===== src/rtl/dmem_arbiter_pkg.sv =====
`default_nettype none
//==============================================================================
// Package : dmem_arbiter_pkg
// Brief   : Shared ownership states and access encodings for dmem_arbiter.
// Rev     : 1.0  initial release
//==============================================================================
package dmem_arbiter_pkg;

    typedef enum logic [0:0] {
        OWN_P = 1'b0,
        OWN_L = 1'b1
    } arb_state_e;

    localparam logic RW_READ   = 1'b0;
    localparam logic RW_WRITE  = 1'b1;
    localparam logic SIZE_BYTE = 1'b0;
    localparam logic SIZE_WORD = 1'b1;

endpackage
`default_nettype wire


===== src/rtl/dmem_arb_counter.sv =====
`default_nettype none
//==============================================================================
// Module  : dmem_arb_counter
// Brief   : Saturating up-counter with synchronous clear; clear beats increment.
// Rev     : 1.0  initial release
//==============================================================================
module dmem_arb_counter #(
    parameter int WIDTH = 8,
    parameter int MAX   = 255
) (
    input  logic             clk,
    input  logic             rst,
    input  logic             i_clr,
    input  logic             i_inc,
    output logic [WIDTH-1:0] o_count
);

    localparam logic [WIDTH-1:0] c_MAX = WIDTH'(MAX);
    localparam logic [WIDTH-1:0] c_ONE = WIDTH'(1);

    logic [WIDTH-1:0] r_count;

    always_ff @(posedge clk) begin
        if (rst || i_clr) begin
            r_count <= '0;
        end else if (i_inc && (r_count != c_MAX)) begin
            r_count <= r_count + c_ONE;
        end
    end

    assign o_count = r_count;

endmodule
`default_nettype wire


===== src/rtl/dmem_arbiter.sv =====
`default_nettype none
//==============================================================================
// Module  : dmem_arbiter
// Brief   : Shares the data-memory port between the pipeline MEM stage (P,
//           default owner) and a loader/debug requester (L) with starvation
//           and burst limits.
// Options : DMEM_ARB_STATS_EN adds stall_cycles / ld_grants statistics ports.
// Rev     : 1.0  initial release
//==============================================================================
module dmem_arbiter
    import dmem_arbiter_pkg::*;
#(
    parameter int ADDR_W       = 8,
    parameter int STARVE_LIMIT = 8,
    parameter int MAX_BURST    = 4
) (
    input  logic              clk,
    input  logic              reset,
    input  logic              p_E,
    input  logic              p_RW,
    input  logic              p_Size,
    input  logic [31:0]       p_AD,
    input  logic [31:0]       p_IN,
    output logic              p_stall,
    output logic [31:0]       p_rdata,
    input  logic              ld_req,
    input  logic              ld_RW,
    input  logic              ld_Size,
    input  logic [ADDR_W-1:0] ld_addr,
    input  logic [31:0]       ld_wdata,
    output logic              ld_ack,
    output logic [31:0]       ld_rdata,
    output logic              m_E,
    output logic              m_RW,
    output logic              m_Size,
    output logic [ADDR_W-1:0] m_A,
    output logic [31:0]       m_DI,
    input  logic [31:0]       m_DO
`ifdef DMEM_ARB_STATS_EN
    ,
    output logic [15:0]       stall_cycles,
    output logic [15:0]       ld_grants
`endif
);

    localparam logic [0:0] S_OWN_P = OWN_P;
    localparam logic [0:0] S_OWN_L = OWN_L;

    localparam int c_WAIT_W  = $clog2(STARVE_LIMIT + 1);
    localparam int c_BURST_W = $clog2(MAX_BURST + 1);

    localparam logic [c_WAIT_W-1:0]  c_WAIT_LAST = c_WAIT_W'(STARVE_LIMIT - 1);
    localparam logic [c_BURST_W-1:0] c_BURST_MAX = c_BURST_W'(MAX_BURST);

    logic [0:0]           r_state;
    logic [0:0]           w_state_nxt;
    logic                 r_ld_ack;
    logic [31:0]          r_ld_rdata;
    logic [c_WAIT_W-1:0]  w_wait_cnt;
    logic [c_BURST_W-1:0] w_burst_cnt;

    logic w_access;
    logic w_grant;
    logic w_release;
    logic w_wait_inc;

    // Only the low ADDR_W address bits reach the memory.
    logic w_unused_p_ad;
    assign w_unused_p_ad = ^p_AD[31:ADDR_W];

    always_comb begin
        w_access   = (r_state == S_OWN_L) && ld_req && !r_ld_ack;
        w_grant    = (r_state == S_OWN_P) && ld_req &&
                     (!p_E || (w_wait_cnt == c_WAIT_LAST));
        w_release  = (r_state == S_OWN_L) &&
                     ((!ld_req && !r_ld_ack) ||
                      (r_ld_ack && p_E && (w_burst_cnt == c_BURST_MAX)));
        w_wait_inc = (r_state == S_OWN_P) && ld_req && p_E;

        w_state_nxt = r_state;
        if (w_grant) begin
            w_state_nxt = S_OWN_L;
        end else if (w_release) begin
            w_state_nxt = S_OWN_P;
        end
    end

    dmem_arb_counter #(
        .WIDTH (c_WAIT_W),
        .MAX   (STARVE_LIMIT)
    ) u_wait_cnt (
        .clk     (clk),
        .rst     (reset),
        .i_clr   (w_grant),
        .i_inc   (w_wait_inc),
        .o_count (w_wait_cnt)
    );

    dmem_arb_counter #(
        .WIDTH (c_BURST_W),
        .MAX   (MAX_BURST)
    ) u_burst_cnt (
        .clk     (clk),
        .rst     (reset),
        .i_clr   (w_grant),
        .i_inc   (w_access),
        .o_count (w_burst_cnt)
    );

    always_ff @(posedge clk) begin
        if (reset) begin
            r_state    <= S_OWN_P;
            r_ld_ack   <= 1'b0;
            r_ld_rdata <= 32'h0;
        end else begin
            r_state  <= w_state_nxt;
            r_ld_ack <= w_access;
            if (w_access && (ld_RW == RW_READ)) begin
                r_ld_rdata <= m_DO;
            end
        end
    end

    // In OWN_L the port stays pointed at the loader; m_E only pulses on access cycles.
    always_comb begin
        if (r_state == S_OWN_L) begin
            m_E     = w_access;
            m_RW    = ld_RW;
            m_Size  = ld_Size;
            m_A     = ld_addr;
            m_DI    = ld_wdata;
            p_stall = p_E;
        end else begin
            m_E     = p_E;
            m_RW    = p_RW;
            m_Size  = p_Size;
            m_A     = p_AD[ADDR_W-1:0];
            m_DI    = p_IN;
            p_stall = 1'b0;
        end
        if (reset) begin
            m_E     = 1'b0;
            p_stall = 1'b0;
        end
    end

    assign p_rdata  = m_DO;
    assign ld_ack   = r_ld_ack;
    assign ld_rdata = r_ld_rdata;

`ifdef DMEM_ARB_STATS_EN
    dmem_arb_counter #(
        .WIDTH (16),
        .MAX   (16'hFFFF)
    ) u_stall_stat (
        .clk     (clk),
        .rst     (reset),
        .i_clr   (1'b0),
        .i_inc   (p_stall),
        .o_count (stall_cycles)
    );

    dmem_arb_counter #(
        .WIDTH (16),
        .MAX   (16'hFFFF)
    ) u_grant_stat (
        .clk     (clk),
        .rst     (reset),
        .i_clr   (1'b0),
        .i_inc   (w_grant),
        .o_count (ld_grants)
    );
`endif

endmodule
`default_nettype wire


===== config.mk =====
export PLATFORM = sky130hd
export DESIGN_NAME = dmem_arbiter
export DESIGN_NICKNAME = d
export VERILOG_FILES = /design/src/rtl/dmem_arbiter_pkg.sv /design/src/rtl/dmem_arb_counter.sv /design/src/rtl/dmem_arbiter.sv
export SDC_FILE = /design/constraint.sdc
export NUM_CORES = 1
export LEC_CHECK = 0
export BUFFER_PORTS_ARGS = -buffer_cell sky130_fd_sc_hd__clkbuf_2
export CAP_MARGIN = 25
export CORE_ASPECT_RATIO = 0.6
export CORE_MARGIN = 5
export CORE_UTILIZATION = 32
export CTS_CLUSTER_SIZE = 25
export DETAILED_ROUTE_END_ITERATION = 10
export PLACE_DENSITY = 0.79
export SYNTH_ARGS = -nofsm -noshare
export SYNTH_HDL_FRONTEND = slang
export SYNTH_SLANG_ARGS = --single-unit

===== constraint.sdc =====
create_clock -name clk -period 1.5 [get_ports clk]
set_clock_uncertainty 0.05 [all_clocks]
set_input_delay 0.15 -clock clk [delete_from_list [all_inputs] [get_ports clk]]
set_output_delay 0.15 -clock clk [all_outputs]
set_load 0.02 [all_outputs]

==> results of run 1 <==
## sequential cells by signal (all words and copies together) (netlist names)
name	cells
u_wait_cnt.o_count	4
u_burst_cnt.o_count	3
ld_rdata	32
r_state	1
ld_ack	1
## routing by layer
| metal | global-route usage (%) | vias to the layer above | wire (um) |
|---|---|---|---|
| met2 | 35.8 | 111 | 5200 |
| met5 | 0 | - | 0 |
| li1 | - | 1336 | - |
| met4 | 8.61 | 0 | 278 |
| met1 | 19.5 | 1273 | 3640 |
| met3 | 5.07 | 14 | 674 |
## power breakdown
group | switching, mW | leakage, nW | internal [mW]
registers | 0.0140 | 0.333 | 1.11
logic | 0.439 | 1.40 | 0.360
clock network | 0.418 | 0.0690 | 0.652
total | 0.871 | 1.80 | 2.12
## worst reg2reg max path, delay by kind of cell, from the launching register on
kind	cells	cell delay, ns
buf+inv	1	0.17
compound gates	1	0.17
simple gates	2	0.67
flops	1	0.38
## cell families after synthesis
logic type	after synthesis	synth area share [%]
AND/OR/NAND/NOR	88	17.3
adder cells (fa/ha/maj)	4	2.10
AO/OA/AOI/OAI	51	11.9
flip-flops	41	34.4
buffers and inverters	55	14.5
multiplexers	42	19.8
## per-stage QoR
stage / power (mW) / instance area (um2)
detailed placement: 1.91 / 3430
global placement: 1.89 / 3430
floorplan: 1.61 / 2390
CTS: 3.01 / 3640
global route: 3.13 / 3720
finish: 2.99 / 3720
## layout by cell type, fill, tap and decap left out, drive strengths merged, types with 6 or more instances in the layout
| cell | n |
|---|---|
| clkbuf | 205 |
| nand2 | 66 |
| buf | 44 |
| mux2 | 42 |
| dfxtp | 41 |
| a21oi | 35 |
| diode | 8 |
| o21ai | 7 |
| a211oi | 6 |
## cells in the mapped netlist (2+ instances only)
| library cell | count |
|---|---|
| sky130_fd_sc_hd__clkbuf_1 | 9 |
| sky130_fd_sc_hd__nand3b_1 | 3 |
| sky130_fd_sc_hd__buf_4 | 35 |
| sky130_fd_sc_hd__o21ai_0 | 7 |
| sky130_fd_sc_hd__nor2_1 | 2 |
| sky130_fd_sc_hd__a211oi_1 | 5 |
| sky130_fd_sc_hd__and3b_1 | 3 |
| sky130_fd_sc_hd__nand2b_1 | 2 |
| sky130_fd_sc_hd__mux2_2 | 42 |
| sky130_fd_sc_hd__inv_1 | 5 |
| sky130_fd_sc_hd__ha_1 | 4 |
| sky130_fd_sc_hd__nand2_1 | 66 |
| sky130_fd_sc_hd__dfxtp_1 | 41 |
| sky130_fd_sc_hd__nand3_1 | 5 |
| sky130_fd_sc_hd__buf_2 | 6 |
| sky130_fd_sc_hd__a21oi_1 | 35 |
## worst max-delay path by stage
stage                                     start               endpoint  slack, ns  cells past startpoint
after floorplan           u_wait_cnt.o_count[0]  u_wait_cnt.o_count[2]       0.03                      5
after global placement    u_wait_cnt.o_count[1]  u_wait_cnt.o_count[2]       0.03                      5
after detailed placement  u_wait_cnt.o_count[1]  u_wait_cnt.o_count[2]       0.01                      5
after CTS                               r_state                m_DI[4]      -0.11                      3
after global routing                    r_state                m_DI[4]      -0.14                      3
final                                   r_state                m_DI[4]      -0.09                      3
## timing repair
action	in CTS	in global routing
pin swaps	0	1
hold endpoints to repair	0	0
gates resized for setup	3	48
gates cloned	1	2
buffers inserted	3	1
endpoints found under the setup margin	42	70
## final cells by class
cell class,instances,area [um2]
antenna,8,20.0
fill,720,3550
inverter,5,18.8
tap,104,130
clock inverter,1,7.51
timing repair buffer,243,1330
clock buffer,6,139
multi-input combinational,185,1240
sequential,41,827
==> results.rst, run 1 <==
.. list-table::
   :header-rows: 1

   * - Metric
     - Value
   * - Final antenna-violating net count
     - 0
   * - Total I/O pin count
     - 253
   * - Max frequency
     - 628 MHz
   * - Root cell of the clock tree
     - sky130_fd_sc_hd__clkbuf_16
   * - Bufs and invs on worst path
     - 2
   * - Launch instance of the worst register-to-register path
     - r_state
   * - Post-layout util
     - 51.2%
   * - RSZ-0062 raised after global routing
     - yes
   * - Average via count per standard cell
     - 4.61
   * - Final WL
     - 9790 um
   * - Final worst path period need
     - 1.59 ns
   * - Area of the core
     - 7270 um2
   * - Via count
     - 2734
   * - Synthesis-stage register bit count
     - 41
   * - Tightest Pin Transition
     - 0.344 ns
   * - Pre-Repair DR Iteration Count
     - 4
   * - Mean cell area of the mapped netlist
     - 8.50 um2
   * - Capture point of the worst reg-to-reg path
     - u_wait_cnt.o_count[2]
   * - Setup violation total in the final timing report
     - 43
   * - Startpoint of the most critical hold path
     - m_DO[30]
   * - Netlist area before placement
     - 2390 um2
   * - Congestion Overflow GR
     - 0
   * - CP arrival
     - 1.39 ns
   * - Setup Total Neg Slack
     - -2.84 ns
   * - Total clock buffers created by CTS
     - 5
   * - Cell count after placement
     - 571
   * - Violations in the final reports
     - negative setup slack
   * - Total of hold buffers inserted after clock tree synthesis
     - 0
   * - HPWL after detailed placement
     - 7950 um
   * - Post-Place Worst Slack
     - 0.0139 ns
   * - Required time of the critical path
     - 1.30 ns
   * - Startpoint Class
     - register
   * - Average routed wire per standard cell
     - 16.5 um
   * - Synth Flop Type
     - sky130_fd_sc_hd__dfxtp_1
   * - Final net count
     - 629
   * - Most area-hungry cell type in the Yosys netlist
     - sky130_fd_sc_hd__dfxtp_1
   * - Die height
     - 76.9 um
   * - Cell with the largest stage delay on the worst path
     - sky130_fd_sc_hd__dfxtp_4
   * - Hold crit path type
     - in -> reg
   * - Post-Synthesis Cells
     - 281
   * - Power density of the placed cells
     - 804 nW/um2
   * - Floorplan row count
     - 24
   * - Signed area change from the synthesized netlist to the final layout
     - 55.6%
   * - Run status
     - finished with violations
   * - Number of clock sinks
     - 41
   * - Fraction of final layout cells with drive strength greater than 1
     - 62.6%
   * - Total count of max-transition violations in the final report
     - 0
   * - Cell variety after synth
     - 27
   * - Initial Utilization
     - 32.9%
   * - Net count after synthesis
     - 429
   * - Worst Hold Margin
     - 0.0498 ns
   * - Total number of yosys warnings
     - 0
   * - PortBufs
     - 228
   * - Area of the die
     - 9350 um2
   * - Iteration-0 DRC Markers
     - 112
   * - RD Place Congestion
     - 0.853
   * - Clock-pin slew of the registers on the worst-case setup and hold paths
     - 0.06 ns
   * - Worst-case reg-to-reg path depth
     - 4
   * - Delay of the slowest critical-path stage
     - 0.41 ns
   * - Proportion of netlist area held by the largest area contributor
     - 34.4%
   * - Maximum vdd ir drop
     - 439 uV
   * - Max-cap violations
     - 0
   * - Die width
     - 122 um
   * - Start-to-end type of the worst setup path
     - reg -> out
   * - Worst Slack Setup Final
     - -0.0926 ns
   * - Worst-skew pair later-pin latency
     - 0.28 ns
   * - Count of non-filler cells in the finished layout
     - 593
   * - Relative slew margins
     - 77.1%
   * - Slack of the worst reg-to-reg path
     - -0.01 ns
   * - WHS Endpoint
     - ld_rdata[30]
   * - Number of H-tree levels
     - 2
   * - First-pass GRT wire length
     - 13900 um
   * - Number of global-route vias before repair
     - 2671
   * - Cells on Worst Hold Path
     - 3
   * - Fraction of the cycle the final worst path needs
     - 106%
   * - Worst-path cell chain
     - buf_12 > mux2_2 > clkbuf_2
   * - Dominant delay contributor by cell family on the critical path
     - flip-flops
   * - Maximum count of clock buffers along a single path
     - 2
   * - Maximum number of pins on one net before global-route repair
     - 33
   * - Part of the Yosys area used for sequential elements
     - 34.4%
   * - DRC violations left
     - 0
   * - Initial antenna violation count
     - 8
   * - Final Hold Fails
     - 0
   * - Clock tree from TritonCTS
     - yes
   * - Leakage component of the power
     - 1.80 nW
   * - Kind of end point of the critical path
     - output pin
   * - Maximum fanout encountered on the critical timing path
     - 21
   * - Area contributors post-synth
     - sky130_fd_sc_hd__dfxtp_1, sky130_fd_sc_hd__mux2_2, sky130_fd_sc_hd__buf_4
   * - Synth async-reset ratio
     - 0%
   * - Count of flip-flops with a built-in enable after synthesis
     - 0
   * - Overall Global Routing Usage
     - 19.0%
Power figures use the tool's default switching activity.
==> run 2: changes to the inputs <==
- CORE_UTILIZATION: 32 -> 33
- SYNTH_HIERARCHICAL: unset -> 1
==> results.rst, run 2 <==
.. list-table::
   :header-rows: 1

   * - Metric
     - Value
   * - Violations in the final reports
     - negative setup slack
   * - Mean cell area of the mapped netlist
     - 9.06 um2
   * - Area of the core
     - 7390 um2
   * - Most common cell after layout, fill and taps aside
     - sky130_fd_sc_hd__clkbuf_2
   * - RSZ-0062 raised after global routing
     - yes
   * - Power spent charging and discharging nets
     - 0.851 mW
   * - Worst-skew pair later-pin latency
     - 0.27 ns
   * - Root cell of the clock tree
     - sky130_fd_sc_hd__clkbuf_16
   * - Ranking of synthesized cells by instance count
     - sky130_fd_sc_hd__nand2_1, sky130_fd_sc_hd__mux2_2, sky130_fd_sc_hd__dfxtp_1
   * - Number of global-route vias before repair
     - 2673
   * - Maximum count of clock buffers along a single path
     - 2
   * - CP arrival
     - 1.38 ns
   * - Relative slew margins
     - 79.8%
   * - Congestion Overflow GR
     - 0
   * - Max-cap violations
     - 0
   * - Proportion of netlist area held by the largest area contributor
     - 32.1%
   * - Total clock buffers created by CTS
     - 5
   * - Dominant cell by count in the synthesized netlist
     - sky130_fd_sc_hd__nand2_1
   * - Die width
     - 124 um
   * - Startpoint of the worst setup timing path
     - r_state
   * - HPWL after detailed placement
     - 7140 um
   * - Maximum vdd ir drop
     - 461 uV
   * - Most used cells in the layout excluding fill and tap cells
     - sky130_fd_sc_hd__clkbuf_2, sky130_fd_sc_hd__nand2_1, sky130_fd_sc_hd__dfxtp_1
   * - Combinational share of power
     - 27.3%
   * - Average routed wire per standard cell
     - 14.9 um
   * - Signed area change from the synthesized netlist to the final layout
     - 49.3%
   * - Maximum number of pins on one net before global-route repair
     - 33
   * - Hold crit path type
     - in -> reg
   * - Fraction of final layout cells with drive strength greater than 1
     - 67.8%
   * - Startpoint of the most critical hold path
     - m_DO[17]
   * - Sequential group share of total power
     - 37.6%
   * - Synth Flop Type
     - sky130_fd_sc_hd__dfxtp_1
   * - Slack of the worst reg-to-reg path
     - 0.04 ns
   * - Synth async-reset ratio
     - 0%
   * - Run status
     - finished with violations
   * - Launch instance of the worst register-to-register path
     - r_state
   * - Internal cell power
     - 2.13 mW
   * - Clock-pin slew of the registers on the worst-case setup and hold paths
     - 0.06 ns
   * - Via count
     - 2659
   * - Area contributors post-synth
     - sky130_fd_sc_hd__dfxtp_1, sky130_fd_sc_hd__mux2_2, sky130_fd_sc_hd__buf_4
   * - Die height
     - 78.1 um
   * - Number of buffers inserted to repair setup after CTS
     - 0
   * - Floorplan row count
     - 24
   * - Final net count
     - 627
   * - Part of the Yosys area used for sequential elements
     - 32.1%
   * - Total count of max-transition violations in the final report
     - 0
   * - Final worst path period need
     - 1.58 ns
   * - Most area-hungry cell type in the Yosys netlist
     - sky130_fd_sc_hd__dfxtp_1
   * - Fraction of the cycle the final worst path needs
     - 105%
   * - Max reg flops
     - 32
   * - Total number of yosys warnings
     - 6
   * - Worst Hold Margin
     - 0.0572 ns
   * - Setup violation total in the final timing report
     - 43
   * - Number of H-tree levels
     - 2
   * - Area of the die
     - 9660 um2
   * - Max frequency
     - 633 MHz
   * - Clock Power Share
     - 35.1%
   * - Kind of end point of the critical path
     - output pin
   * - Leakage component of the power
     - 1.83 nW
   * - RD Place Congestion
     - 0.768
   * - Placed Area
     - 3550 um2
   * - Total of hold buffers inserted after clock tree synthesis
     - 0
   * - Net count after synthesis
     - 430
   * - Count of flip-flops with a built-in enable after synthesis
     - 0
   * - Maximum fanout encountered on the critical timing path
     - 24
   * - DRC violations left
     - 0
   * - Worst-case reg-to-reg path depth
     - 5
   * - Final Hold Fails
     - 0
   * - Pwr Total
     - 2.98 mW
   * - Worst Slack Setup Final
     - -0.0806 ns
   * - Pre-Repair DR Iteration Count
     - 4
   * - Iteration-0 DRC Markers
     - 54
   * - Start-to-end type of the worst setup path
     - reg -> out
   * - Switching fraction of total power
     - 28.5%
   * - Cell variety after synth
     - 37
   * - Average via count per standard cell
     - 4.56
   * - Netlist area before placement
     - 2550 um2
   * - Total I/O pin count
     - 253
   * - Clock tree from TritonCTS
     - yes
   * - Final WL
     - 8670 um
   * - Antenna diodes
     - 0
   * - Initial antenna violation count
     - 0
   * - Cells on Worst Hold Path
     - 3
   * - Synthesis-stage register bit count
     - 41
   * - Power density of the placed cells
     - 782 nW/um2
   * - First-pass GRT wire length
     - 13000 um
   * - Overall Global Routing Usage
     - 16.5%
   * - Startpoint Class
     - register
   * - Tightest Pin Transition
     - 0.303 ns
   * - Number of clock sinks
     - 41
   * - Initial Utilization
     - 34.6%
   * - Final Cell Area
     - 3810 um2
   * - Post-Synthesis Cells
     - 282
   * - Filler cell count in the final layout
     - 686
   * - Required time of the critical path
     - 1.30 ns
   * - PortBufs
     - 228
   * - Final antenna-violating net count
     - 0
run 2: cell types whose count changed in the layout (fill, tap and decap cells not counted), sizes merged, moves of 4 or more:
| cell | previous run | this run |
|---|---|---|
| clkbuf | 205 | 201 |
| a211oi | 6 | 0 |
| o21ai | 7 | 3 |
| diode | 8 | 0 |
run 2: metrics by stage:
step | instances | utilization [%] | worst slack (ns) | setup TNS (ns)
floorplan | 282 | - | 0.00509 | 0
global placement | 575 | 48.0 | 0.106 | 0
detailed placement | 575 | 48.0 | 0.0346 | 0
CTS | 583 | 50.7 | -0.0967 | -3.20
global route | 583 | 51.6 | -0.135 | -5.00
finish | 583 | 51.6 | -0.0806 | -2.60
run 2: cell type report:
type	count	area, um2	area share (%)
well taps	104	130	3.41
clock inverters	1	7.51	0.197
multi-input cells	185	1370	36.0
repair buffers	239	1310	34.5
inverters	7	26.3	0.689
flip-flops and latches	41	825	21.6
clock buffers	6	139	3.64
run 2: routing by layer:
layer	routed length (um)	up-vias	GRT usage, %
met1	3150	1216	17.6
met5	0	-	0
met4	163	0	4.64
met2	4430	123	31.4
met3	916	12	5.10
li1	-	1308	-
run 2: path summary, 6_finish.rpt:
check,endpoint
worst max-delay path,m_DI[2]
worst min-delay path,ld_rdata[17]
worst max register to register,u_burst_cnt/o_count[0]
worst min register to register,ld_rdata[4]
run 2: cell families after synthesis:
logic type / count (synthesis) / share of synthesized area [%]
AND/OR/NAND/NOR: 92 / 17.4
buffers and inverters: 56 / 16.1
AO/OA/AOI/OAI: 44 / 12.3
multiplexers: 44 / 19.7
flip-flops: 41 / 32.1
adder cells (fa/ha/maj): 4 / 1.96
XOR/XNOR: 1 / 0.343
run 2: power groups by stage:
stage          logic, mW  clock network [mW]  registers [mW]
3_3_place_gp       0.755                   0            1.14
2_1_floorplan      0.478                   0            1.16
3_5_place_dp       0.771                   0            1.14
4_1_cts            0.790                1.09            1.12
5_1_grt            0.871                1.14            1.12
6_report           0.813                1.05            1.12
run 2: worst max-delay path: stages, from the launching register on:
cell and delay [ns]:
sky130_fd_sc_hd__dfxtp_4 0.40, sky130_fd_sc_hd__buf_12 0.18, sky130_fd_sc_hd__mux2_2 0.36, sky130_fd_sc_hd__buf_4 0.16
run 2: timing repair:
item                                   CTS  global route
resized for setup                        8            52
pin swaps                                1             0
cloned                                   1             0
setup endpoints to repair               43            45
endpoints found under the hold margin    0             0
==> run 3: changes to the inputs <==
- CORE_UTILIZATION: 33 -> 36
- PLACE_DENSITY: 0.79 -> 0.82
- REMOVE_ABC_BUFFERS: unset -> 1
- clock period: 1.5 -> 1.8 ns (I/O delays scaled with it)
==> results.rst, run 3 (same netlist as run 2, synthesis figures left out) <==
.. list-table::
   :header-rows: 1

   * - Metric
     - Value
   * - Run status
     - completed
   * - Signed area change from the synthesized netlist to the final layout
     - 41.0%
   * - Final WL
     - 8700 um
   * - Number of gates given a new drive strength after cts
     - 0
   * - CP arrival
     - 1.43 ns
   * - Max frequency
     - 604 MHz
   * - Maximum vdd ir drop
     - 325 uV
   * - Power spent charging and discharging nets
     - 0.683 mW
   * - Average via count per standard cell
     - 4.70
   * - Most common cell after layout, fill and taps aside
     - sky130_fd_sc_hd__clkbuf_2
   * - Tightest Pin Transition
     - 0.479 ns
   * - Startpoint Class
     - register
   * - Clock tree from TritonCTS
     - yes
   * - Area of the die
     - 8930 um2
   * - Total of hold buffers inserted after clock tree synthesis
     - 0
   * - Hold crit path type
     - in -> reg
   * - Fraction of the cycle the final worst path needs
     - 92.0%
   * - Start-to-end type of the worst setup path
     - reg -> out
   * - Count of non-filler cells in the finished layout
     - 559
   * - RD Place Congestion
     - 0.781
   * - Max-cap violations
     - 0
   * - Global routing's busiest layer
     - met2
   * - Internal cell power
     - 1.69 mW
   * - Floorplan row count
     - 23
   * - Leakage component of the power
     - 1.76 nW
   * - Required time of the critical path
     - 1.57 ns
   * - Maximum count of clock buffers along a single path
     - 2
   * - Cell count after placement
     - 553
   * - Number of clock sinks
     - 41
   * - Most used cells in the layout excluding fill and tap cells
     - sky130_fd_sc_hd__clkbuf_2, sky130_fd_sc_hd__nand2_1, sky130_fd_sc_hd__mux2_2
   * - Die height
     - 75.2 um
   * - Global-route met3 utilization
     - 5.41%
   * - Pre-Repair DR Iteration Count
     - 4
   * - DRC violations left
     - 0
   * - Clock Power Share
     - 33.9%
   * - Placed Area
     - 3470 um2
   * - Post-Place Worst Slack
     - 0.297 ns
   * - Initial antenna violation count
     - 0
   * - Total clock buffers created by CTS
     - 5
   * - Area of the multi-input gates
     - 1320 um2
   * - Area of the core
     - 6790 um2
   * - Number of H-tree levels
     - 2
   * - Initial Utilization
     - 37.6%
   * - HPWL after detailed placement
     - 7410 um
   * - Number of buffers inserted to repair setup after CTS
     - 0
   * - Combinational share of power
     - 26.7%
   * - PortBufs
     - 228
   * - Maximum number of pins on one net before global-route repair
     - 33
   * - Switching fraction of total power
     - 28.8%
   * - Antenna diodes
     - 0
   * - Maximum fanout encountered on the critical timing path
     - 15
   * - Total I/O pin count
     - 253
   * - Fraction of final layout cells with drive strength greater than 1
     - 66.3%
   * - Final Hold Fails
     - 0
   * - Clock-pin slew of the registers on the worst-case setup and hold paths
     - 0.05 ns
   * - Overall Global Routing Usage
     - 18.8%
   * - RSZ-0062 raised after global routing
     - no
   * - Kind of end point of the critical path
     - output pin
   * - Average routed wire per standard cell
     - 15.6 um
   * - Root cell of the clock tree
     - sky130_fd_sc_hd__clkbuf_16
   * - Die width
     - 119 um
   * - Setup violation total in the final timing report
     - 0
   * - Filler cell count in the final layout
     - 643
   * - Power density of the placed cells
     - 660 nW/um2
   * - Global Route met1 Usage
     - 21.0%
   * - Final Cell Area
     - 3600 um2
   * - Final worst path period need
     - 1.66 ns
   * - Sequential group share of total power
     - 39.4%
   * - Iteration-0 DRC Markers
     - 51
   * - First-pass GRT wire length
     - 13200 um
   * - Final antenna-violating net count
     - 0
   * - Total count of max-transition violations in the final report
     - 0
   * - Max reg flops
     - 32
   * - Worst-skew pair later-pin latency
     - 0.27 ns
   * - Final net count
     - 621
   * - Congestion Overflow GR
     - 0
   * - Pwr Total
     - 2.38 mW
   * - Worst Slack Setup Final
     - 0.144 ns
   * - Relative slew margins
     - 68.1%
   * - Via count
     - 2630
   * - Fraction of met2 tracks used by global routing
     - 34.2%
   * - Sequential cell area in the final layout
     - 822 um2
   * - Number of global-route vias before repair
     - 2713
==> run 3: cell count changes in the layout (fill, tap and decap cells not counted), moves of 2 or more <==
cell and change:
sky130_fd_sc_hd__mux2_2 +3, sky130_fd_sc_hd__mux2_4 -3, sky130_fd_sc_hd__buf_4 -8, sky130_fd_sc_hd__clkbuf_2 +33
sky130_fd_sc_hd__buf_2 -24, sky130_fd_sc_hd__a21oi_4 -2, sky130_fd_sc_hd__buf_6 -4
==> run 3: final timing paths <==
| kind | from | end | slack, ns | cells after the start |
|---|---|---|---|---|
| max reg2reg | u_wait_cnt/o_count[2] | u_burst_cnt/o_count[0] | 0.28 | 4 |
| max | r_state | m_DI[21] | 0.14 | 3 |
| min | m_DO[17] | ld_rdata[17] | 0.09 | 3 |
| min reg2reg | ld_rdata[11] | ld_rdata[11] | 0.40 | 2 |
==> run 3: per-stage QoR <==
step                hold WS (ns)  util (%)  TNS, ns
floorplan                  0.192         -   -42.39
global placement           0.365      51.1        0
detailed placement         0.375      51.1        0
CTS                       0.0822      53.0        0
global route              0.0864      53.0        0
finish                    0.0886      53.0        0
==> run 3: final cells by class <==
type                       count  area share [%]
timing repair buffer         233            33.1
multi-input combinational    185            36.7
clock buffer                   5            3.48
clock inverter                 1           0.139
inverter                       7           0.730
sequential                    41            22.8
tap                           87            3.02
==> run 3: critical path, stage by stage, from the launching register on <==
cell and delay, ns:
sky130_fd_sc_hd__dfxtp_2 0.38, sky130_fd_sc_hd__buf_4 0.24, sky130_fd_sc_hd__mux2_2 0.36, sky130_fd_sc_hd__clkbuf_2 0.18
==> run 3: metal layers <==
layer  vias to the layer above  share of wire [%]
met5                         -                  0
met4                         0                3.0
met3                        14                7.0
met2                       118                 50
met1                      1202                 40
li1                       1296                  -
==> run 3: power groups by stage <==
stage	registers, mW	logic (mW)	clock network, mW
2_1_floorplan	0.979	0.245	0
3_3_place_gp	0.954	0.624	0
3_5_place_dp	0.954	0.636	0
4_1_cts	0.934	0.639	0.842
5_1_grt	0.936	0.681	0.877
6_report	0.935	0.634	0.806
